<file path="src/rtl/rr_arb_2to1_pkg.sv">
// Shared types and constants for the 2:1 round-robin arbiter.
package rr_arb_2to1_pkg;

    typedef enum logic [1:0] {
        IDLE  = 2'd0,
        GNT_A = 2'd1,
        GNT_B = 2'd2
    } arb_state_e;

    localparam logic SEL_A  = 1'b0;
    localparam logic SEL_B  = 1'b1;

    // Priority pointer encoding: which source wins a simultaneous request.
    localparam logic PRIO_A = 1'b0;
    localparam logic PRIO_B = 1'b1;

endpackage

</file>
<file path="src/rtl/rr_arb_2to1_burst_cnt.sv">
// Per-grant burst counter; saturates at MAX-1 so it can never wrap.
module burst_cnt #(
    parameter int MAX = 4
) (
    input  logic clk,
    input  logic rst_n,
    input  logic clr,
    input  logic en,
    output logic max_hit
);

    localparam int W = $clog2(MAX + 1);
    localparam logic [W-1:0] LIMIT = W'(MAX - 1);

    logic [W-1:0] cnt_q;
    logic [W-1:0] cnt_d;

    always_comb begin
        cnt_d = cnt_q;
        if (clr) begin
            cnt_d = '0;
        end else if (en && (cnt_q != LIMIT)) begin
            cnt_d = cnt_q + W'(1);
        end
    end

    always_ff @(posedge clk or negedge rst_n) begin
        if (!rst_n) begin
            cnt_q <= '0;
        end else begin
            cnt_q <= cnt_d;
        end
    end

    assign max_hit = (cnt_q == LIMIT);

endmodule

</file>
<file path="src/rtl/rr_arb_2to1.sv">
// Two-source round-robin arbiter with burst limit and registered mux select.
// Handshake: a source holds req high while it wants the path; its grant appears
// one edge later and is released on req low, last high, or burst limit.
module rr_arb_2to1
    import rr_arb_2to1_pkg::*;
#(
    parameter int MAX_BURST = 4
) (
    input  logic       clk,
    input  logic       rst_n,
    input  logic       req_a,
    input  logic       req_b,
    input  logic       last,
    output logic       gnt_a,
    output logic       gnt_b,
    output logic       sel,
    output logic       busy,
    output logic [1:0] state_dbg
);

    arb_state_e state_q, state_d;
    logic       prio_q, prio_d;
    logic       sel_q, sel_d;
    logic       max_hit;
    logic       rel;
    logic       enter_grant;
    logic       cnt_clr;
    logic       cnt_en;

    always_ff @(posedge clk or negedge rst_n) begin
        if (!rst_n) begin
            state_q <= IDLE;
            prio_q  <= PRIO_A;
            sel_q   <= SEL_A;
        end else begin
            state_q <= state_d;
            prio_q  <= prio_d;
            sel_q   <= sel_d;
        end
    end

    always_comb begin
        state_d     = state_q;
        rel         = 1'b0;
        enter_grant = 1'b0;
        unique case (state_q)
            IDLE: begin
                if (req_a && req_b) begin
                    state_d = (prio_q == PRIO_A) ? GNT_A : GNT_B;
                end else if (req_a) begin
                    state_d = GNT_A;
                end else if (req_b) begin
                    state_d = GNT_B;
                end
                enter_grant = (state_d != IDLE);
            end
            GNT_A: begin
                rel = !req_a || last || max_hit;
                if (rel) begin
                    // The other source wins on release; a lone holder is re-granted.
                    if (req_b)      state_d = GNT_B;
                    else if (req_a) state_d = GNT_A;
                    else            state_d = IDLE;
                    enter_grant = (state_d != IDLE);
                end
            end
            GNT_B: begin
                rel = !req_b || last || max_hit;
                if (rel) begin
                    if (req_a)      state_d = GNT_A;
                    else if (req_b) state_d = GNT_B;
                    else            state_d = IDLE;
                    enter_grant = (state_d != IDLE);
                end
            end
            default: state_d = IDLE;
        endcase

        prio_d = prio_q;
        if (enter_grant && (state_d == GNT_A)) prio_d = PRIO_B;
        if (enter_grant && (state_d == GNT_B)) prio_d = PRIO_A;

        // Select holds its last value through IDLE so the mux output stays stable.
        sel_d = sel_q;
        if (state_d == GNT_A) sel_d = SEL_A;
        if (state_d == GNT_B) sel_d = SEL_B;
    end

    always_comb begin
        gnt_a     = (state_q == GNT_A);
        gnt_b     = (state_q == GNT_B);
        busy      = gnt_a || gnt_b;
        sel       = sel_q;
        state_dbg = state_q;
    end

    assign cnt_clr = enter_grant || (state_d == IDLE);
    assign cnt_en  = (state_q != IDLE) && !cnt_clr;

    burst_cnt #(
        .MAX(MAX_BURST)
    ) u_burst (
        .clk    (clk),
        .rst_n  (rst_n),
        .clr    (cnt_clr),
        .en     (cnt_en),
        .max_hit(max_hit)
    );

endmodule

</file>
<file path="config.mk">
export PLATFORM = sky130hd
export DESIGN_NAME = rr_arb_2to1
export DESIGN_NICKNAME = d
export VERILOG_FILES = /design/src/rtl/rr_arb_2to1_pkg.sv /design/src/rtl/rr_arb_2to1_burst_cnt.sv /design/src/rtl/rr_arb_2to1.sv
export SDC_FILE = /design/constraint.sdc
export NUM_CORES = 1
export LEC_CHECK = 0
export ABC_AREA = 1
export CORE_MARGIN = 8
export CORE_UTILIZATION = 30
export CTS_CLUSTER_DIAMETER = 150
export CTS_CLUSTER_SIZE = 24
export DETAILED_ROUTE_END_ITERATION = 10
export PLACE_DENSITY = 0.58
export REMOVE_ABC_BUFFERS = 1
export SLEW_MARGIN = 20
export SYNTH_ARGS = -nofsm -noshare
export SYNTH_HDL_FRONTEND = slang
export SYNTH_SLANG_ARGS = --single-unit
</file>
<file path="constraint.sdc">
create_clock -name clk -period 3.6 [get_ports clk]
set_clock_uncertainty 0.15 [all_clocks]
set_input_delay 0.72 -clock clk [delete_from_list [all_inputs] [get_ports clk]]
set_output_delay 0.72 -clock clk [all_outputs]
set_load 0.01 [all_outputs]
</file>
# Word level (Yosys, flattened, before mapping)
# Cells that the tools add are included.
# totals
register_bits	7
# op_classes
addsub	1
eq_ne	6
muxes	25
reduce_logical	23
# ops
operator	count
2-to-1 mux 2 bit	14
nonzero test 2 bit	7
2-to-1 mux 1 bit	7
logical OR 1 bit	6
2-to-1 mux 3 bit	2
case mux 2 bit (3 select lines)	1
logical AND 1 bit	5
equality test 2 x 1 -> 1 bit (second input constant)	2
equality test 2 bit (second input constant)	2
zero test 2 bit	2
adder 3 x 1 -> 3 bit (second input constant)	1
equality test 3 x 2 -> 1 bit (second input constant)	1
zero test 1 bit	3
inequality test 3 x 2 -> 1 bit (second input constant)	1
case mux 1 bit (3 select lines)	1

# Longest topological paths before layout
# Gate-level depths: netlist (run 1).
# depth
word_depth	14
mapped_depth	14

# Hierarchy
# A second synthesis (run 1) with hierarchy kept.
# unflattened
hier_cells	81
area_unflattened_um2	575.6
# modules_own_cells
module	instances	cells_each	area_per_inst_um2
rr_arb_2to1	1	59	392.9
burst_cnt	1	22	182.7

# Worst setup path before layout (run 1)
# OpenSTA, ideal clock, no wires.
# synth_timing
kind	reg2reg
from	register u_burst.cnt_q[0]
to	register sel_q, in the netlist sel
setup_time_ps	125
t_arrival_ps	1879
required_ps	3325
slack_ps	1446
stages_incl_launch_ff	11
path_buffers	0
synth_period_minus_slack_ps	2154
cell_sequence	dfrtp_1 -> ha_1 -> ha_1 -> nor2_4 -> nand2_1 -> nand2_1 -> o211ai_1 -> nand3_1 -> nand2_1 -> ha_1 -> mux2_2
# synth_between
elab_chain_cells	6
word_cells_on_any_way	10
# synth_lines
element	line	text
start, declared	rr_arb_2to1_burst_cnt.sv:15	logic [W-1:0] cnt_q;
start signal, assigned	rr_arb_2to1_burst_cnt.sv:31	cnt_q <= cnt_d;
equality test 3 x 2 -> 1 bit (*)	rr_arb_2to1_burst_cnt.sv:35	assign max_hit = (cnt_q == LIMIT);
logical OR 1 bit (on tied branches)	rr_arb_2to1.sv:68, rr_arb_2to1.sv:58	
2-to-1 mux 2 bit (on tied branches)	rr_arb_2to1.sv:69, rr_arb_2to1.sv:59	
case mux 2 bit (3 select lines) (*)	rr_arb_2to1.sv:46	unique case (state_q)
equality test 2 bit or equality test 2 x 1 -> 1 bit (tied branches)	rr_arb_2to1.sv:86, rr_arb_2to1.sv:85	
2-to-1 mux 1 bit or nonzero test 2 bit (tied branches)	n/a	
end signal, assigned	rr_arb_2to1.sv:38	sel_q <= sel_d;
end, declared	rr_arb_2to1.sv:23	logic sel_q, sel_d;
# Mark *: on every way between the ends. The rest lies on a longest branch, timed or not.
# A chain may end at the register's enable or synchronous reset.

# Final worst setup path (run 1)
# layout_timing
from	register state_q[1], in the netlist state_dbg[1]
to	output port gnt_a
# layout_between
elab_chain_cells	1
# layout_lines
element	line	text
start, declared	rr_arb_2to1.sv:21	arb_state_e state_q, state_d;
start signal, assigned	rr_arb_2to1.sv:36	state_q <= state_d;
equality test 2 x 1 -> 1 bit	rr_arb_2to1.sv:90	gnt_a = (state_q == GNT_A);
end, declared	rr_arb_2to1.sv:14	output logic gnt_a,
# No other way between the ends.

==> results_dict.tcl, run 1 <==
set metrics [dict create \
    outcome "finished, final reports clean" \
    worstPathArrival_ns 1.68 \
    layout_commonest_cell "nand2_1" \
    crit_buf_inv 2 \
    htreeDepth 1 \
    hold_viol_final 0 \
    port_buffers 10 \
    grt_start_max_net_pins 8 \
    grt_pass1_wl_um 2060 \
    crit_required_ns 2.73 \
    synth_area_um2 567 \
    cp_slowest_cell "clkdlybuf4s50_1" \
    track_usage_pct 7.56 \
    fin_nets 96 \
    rows 15 \
    root_buffer "clkbuf_4" \
    drt-pass1-iter-count 4 \
    start_kind "register" \
    synthCells 67 \
    max_cap_violations 0 \
    fin_area_um2 724 \
    synth.distinct_cells 17 \
    cts_made_buffers 3 \
    power.density_mw_per_mm2 749 \
    fp.dieW_um 59.5 \
    path_max_fanout 6 \
    period_share_pct 70.9 \
    ant_nets 0 \
    die_h_um 59.5 \
    placedInstanceArea_um2 698 \
    stdcell_count 106 \
    ys_ff_latch 7 \
    area.growth.synth_to_final_pct 27.8 \
    vias 471 \
    routabilityCongestion 0.891 \
    cp_cell_sequence "inv_1 > ha_1 > clkdlybuf4s50_1" \
    cts_tree "done" \
    start_util_pct 32.5 \
    rsz0062_at_grt "no" \
    timing.final.ws_setup_ns 1.05 \
    avgRoutedWirePerCell_um 11.0 \
    drtIter0Drc 4 \
    min_path_type "register to register" \
    insertedDiodeCount 0 \
    clk_latency_ns 0.25 \
    p_total_w 0.000542 \
    dp_cells 102 \
    final_cell_mix "nand2_1 (12), clkdlybuf4s50_1 (10), ha_1 (9)" \
    period_minus_slack_ns 2.55 \
    criticalPathCategory "register to output pin" \
    dpl.hpwl_um 972 \
    critical_path.max_stage_delay_ns 0.58 \
    core-area_mm2 0.00175 \
    vias_per_cell 4.44 \
    io-pin-count 11 \
    routed_wl_um 1170 \
    avgSynthCellArea_um2 8.46 \
    drc 0 \
    ctsLongestPathBuffers 2 \
    cts_setup_buffers 0 \
    grt_pass1_vias 494 \
    fin_tns_setup_ns 0 \
    synth_seq_area_share_pct 30.9 \
    cts_sinks 7 \
    post_route_cells_drive_above_1_share_pct 16.0 \
    fmax_mhz 392 \
    cts-resized-gates 0 \
    drv_slew 0 \
    leakagePower_nw 0.358 \
    grt-ovfl-total 0 \
    worst_pin_slew_ns 0.321 \
    ir_worst_vdd_uv 344 \
    critPathTopFamily "buffers and inverters" \
    antenna_found_initial 0 \
    ctsHoldBuffers 0 \
    yosysWarnings 0 \
    slew_headroom_pct 78.5 \
    clk_pin_slew_worst_paths_ns 0.05 \
    dieArea_mm2 0.00354 \
    end_kind "output pin" \
    setup_viol 0 \
    pre_cts_slack_ns 0.915 \
]
-- cell usage after synthesis --
cell type | number | area share [%]
dfrtp_1 | 7 | 31
nand2_1 | 12 | 7.9
nor2_1 | 4 | 2.6
a21o_1 | 1 | 1.3
xnor2_1 | 1 | 1.5
nand2_2 | 2 | 2.2
inv_2 | 2 | 1.3
mux2_2 | 2 | 4.0
ha_1 | 9 | 20
nor2_4 | 1 | 2.0
nand3_1 | 7 | 6.2
nand3_2 | 3 | 5.3
o21ai_0 | 3 | 2.6
inv_1 | 8 | 5.3
o211ai_1 | 3 | 4.0
nand4_1 | 1 | 1.1
mux2i_1 | 1 | 1.8
-- power by group --
group	internal, W	switching (W)
registers	0.000106	0.0000249
logic	0.000162	0.000177
clock network	0.0000423	0.0000294
total	0.000311	0.000232
-- routing by layer --
layer | global-route usage (%) | part of all wire (%)
met5 | 0 | 0
met4 | 6.14 | 1.0
met3 | 1.95 | 6.5
met2 | 10.8 | 44
met1 | 9.21 | 49
-- final cells by class --
cell class / instances / area, µm²
Clock buffer: 4 / 26.3
Fill cell: 187 / 1020
Inverter: 10 / 37.5
Multi-Input combinational cell: 50 / 354
Sequential cell: 7 / 175
Tap cell: 25 / 31.3
Timing Repair Buffer: 10 / 100
-- path summary, 6_finish.rpt --
path	start	endpoint	slack (ns)	cells past startpoint
max in group asynchronous	rst_n	state_dbg[0]$_DFF_PN0_	2.48	1
worst min register to register	sel$_DFFE_PN0P_	sel$_DFFE_PN0P_	0.36	1
min in group asynchronous	rst_n	prio_q$_DFFE_PN0P_	0.58	1
worst max-delay path	state_dbg[1]$_DFF_PN0_	gnt_a	1.05	3
worst max register to register	u_burst.cnt_q[0]$_DFFE_PN0P_	sel$_DFFE_PN0P_	1.30	10
worst min-delay path	sel$_DFFE_PN0P_	sel$_DFFE_PN0P_	0.36	1
-- cell families after synthesis --
logic type,share of synthesized area [%]
flops,30.9
xor+xnor,1.55
compound gates,7.95
buf+inv,6.62
mux,5.74
fa+ha+maj,19.9
simple gates,27.4
-- sequential cells by signal, summed over array words and instances, names as in the netlist --
name,cells
sel,1
state_dbg,2
prio_q,1
u_burst.cnt_q,3
-- stage by stage --
step	util, %	hold WS (ns)
2_1_floorplan	-	0.274
3_3_place_gp	40.0	0.347
3_5_place_dp	40.0	0.349
4_1_cts	41.5	0.365
5_1_grt	41.5	0.387
6_report	41.5	0.360
(Power assumes the default switching activity.)
==> run 2, diff against run 1 <==
- PLACE_DENSITY: 0.58 -> 0.6
- clock period: 3.6 -> 2.25 ns (I/O delays scaled with it)
==> run 2 against run 1 <==
Clock-buffer cell count is the same. Critical endpoint is now sel$_DFFE_PN0P_. Largest cell class unchanged. Final cell count grew 8.5%. Sequential cell count is the same.
==> results_dict.tcl, run 2 (synthesis results as in run 1) <==
set metrics [dict create \
    outcome "finished, final reports clean" \
    ant_nets 0 \
    power.density_mw_per_mm2 1230 \
    port_buffers 10 \
    io-pin-count 11 \
    ctsLongestPathBuffers 2 \
    drv_slew 0 \
    setup_viol 0 \
    largest_register "u_burst.cnt_q" \
    slew_headroom_pct 78.6 \
    ir_worst_vdd_uv 688 \
    dpl.hpwl_um 978 \
    rows 15 \
    min_path_type "input port to asynchronous set/reset pin" \
    root_buffer "clkbuf_4" \
    end_kind "register" \
    core-area_mm2 0.00175 \
    drtIter0Drc 6 \
    avgRoutedWirePerCell_um 11.7 \
    fin_tns_setup_ns 0 \
    cts_tree "done" \
    dieArea_mm2 0.00354 \
    insertedDiodeCount 0 \
    max_cap_violations 0 \
    htreeDepth 1 \
    cts_sinks 7 \
    drc 0 \
    path_max_fanout 5 \
    routed_wl_um 1350 \
    start_util_pct 32.5 \
    grt_pass1_vias 539 \
    grt_start_max_net_pins 8 \
    vias_per_cell 4.56 \
    hold_viol_final 0 \
    fin_nets 105 \
    fmax_mhz 454 \
    start_kind "register" \
    rsz0062_at_grt "yes" \
    dr.max_layer_used "met4" \
    fin_area_um2 862 \
    met1_length_um 608 \
    largest_reg_flops 3 \
    grt_pass1_wl_um 2130 \
    criticalPathCategory "register to register" \
    wl_met2_um 625 \
    area.growth.synth_to_final_pct 52.1 \
    clk_latency_ns 0.25 \
    worstPathArrival_ns 2.19 \
    track_usage_pct 7.75 \
    crit_required_ns 2.24 \
    period_share_pct 97.8 \
    drt-pass1-iter-count 4 \
    worst_pin_slew_ns 0.320 \
    final_cell_mix "clkdlybuf4s50_1 (10), nand2_1 (9), buf_4 (8)" \
    fp.dieW_um 59.5 \
    clk_pin_slew_worst_paths_ns 0.05 \
    leakagePower_nw 0.397 \
    layout_commonest_cell "clkdlybuf4s50_1" \
    routabilityCongestion 0.803 \
    post_route_cells_drive_above_1_share_pct 41.1 \
    route.met3.wl_um 92 \
    cts_made_buffers 3 \
    hold_ws_ns 0.306 \
    grt-ovfl-total 0 \
    period_minus_slack_ns 2.20 \
    placedInstanceArea_um2 751 \
    ctsHoldBuffers 0 \
    fin_util_pct 49.4 \
    die_h_um 59.5 \
    vias 524 \
    antenna_found_initial 0 \
]
[run 2: cell count changes in the layout (fill, tap and decap cells not counted), moves of 3 or more]
cell     previous run  this run
nand2_2             2         5
ha_1                9         2
ha_2                0         4
nand2_1            12         9
buf_4               0         8
ha_4                0         3
[run 2: power breakdown]
group	total, W	leakage (nW)	switching, W	internal, W
logic	0.000729	0.294	0.000353	0.000377
clock network	0.000115	0.0150	0.0000474	0.0000677
registers	0.000216	0.0887	0.0000425	0.000173
total	0.00106	0.397	0.000443	0.000617
[run 2: final timing paths]
kind	slack, ns	start	end	cells after the start
max	0.05	u_burst.cnt_q[1]$_DFFE_PN0P_	sel$_DFFE_PN0P_	10
min	0.31	rst_n	sel$_DFFE_PN0P_	1
max reg2reg	0.05	u_burst.cnt_q[1]$_DFFE_PN0P_	sel$_DFFE_PN0P_	10
min reg2reg	0.37	sel$_DFFE_PN0P_	sel$_DFFE_PN0P_	1
max in group asynchronous	1.38	rst_n	state_dbg[0]$_DFF_PN0_	1
min in group clk	0.37	sel$_DFFE_PN0P_	sel$_DFFE_PN0P_	1
[run 2: layer usage]
| layer | GRT usage (%) | up-vias |
|---|---|---|
| met2 | 12.2 | 15 |
| met1 | 8.87 | 238 |
| li1 | - | 269 |
| met3 | 1.95 | 2 |
| met5 | 0 | - |
| met4 | 5.46 | 0 |
[run 2: per-stage QoR]
step           setup WS, ns  std cells  total power, W
6_report             0.0485        115         0.00106
5_1_grt             -0.0822        115         0.00116
4_1_cts              0.0259        113        0.000944
3_5_place_dp         -0.131        109        0.000813
3_3_place_gp         -0.139        109        0.000806
2_1_floorplan        0.0960         67        0.000565
[run 2: critical path, cell delays in order, from the launching register on]
cell and delay, ns:
dfrtp_1 0.38, ha_2 0.21, ha_4 0.17, nor2_4 0.13, nand2_2 0.09, o21ai_1 0.09, o211ai_1 0.10, nand3_1 0.10
nand2_2 0.10, ha_4 0.29, mux2_4 0.28
[run 2: area by class of cell]
cell class / instances / area (µm²)
clock buffer: 4 / 26.3
fill: 179 / 883
inverter: 10 / 37.5
tap: 25 / 31.3
multi-input combinational: 50 / 418
sequential: 7 / 178
timing repair buffer: 19 / 171
[run 2: repair_timing]
| item | 4_1_cts | 5_1_grt |
|---|---|---|
| setup buffers | 0 | 2 |
| resized for setup | 5 | 15 |
| pin swaps | 0 | 8 |
| endpoints found under the setup margin | 5 | 3 |
==> run 3, diff against run 2 <==
- CTS_CLUSTER_SIZE: 24 -> default
==> results of run 3 <==
Final layout, timing and power as in run 2 (identical DEF).
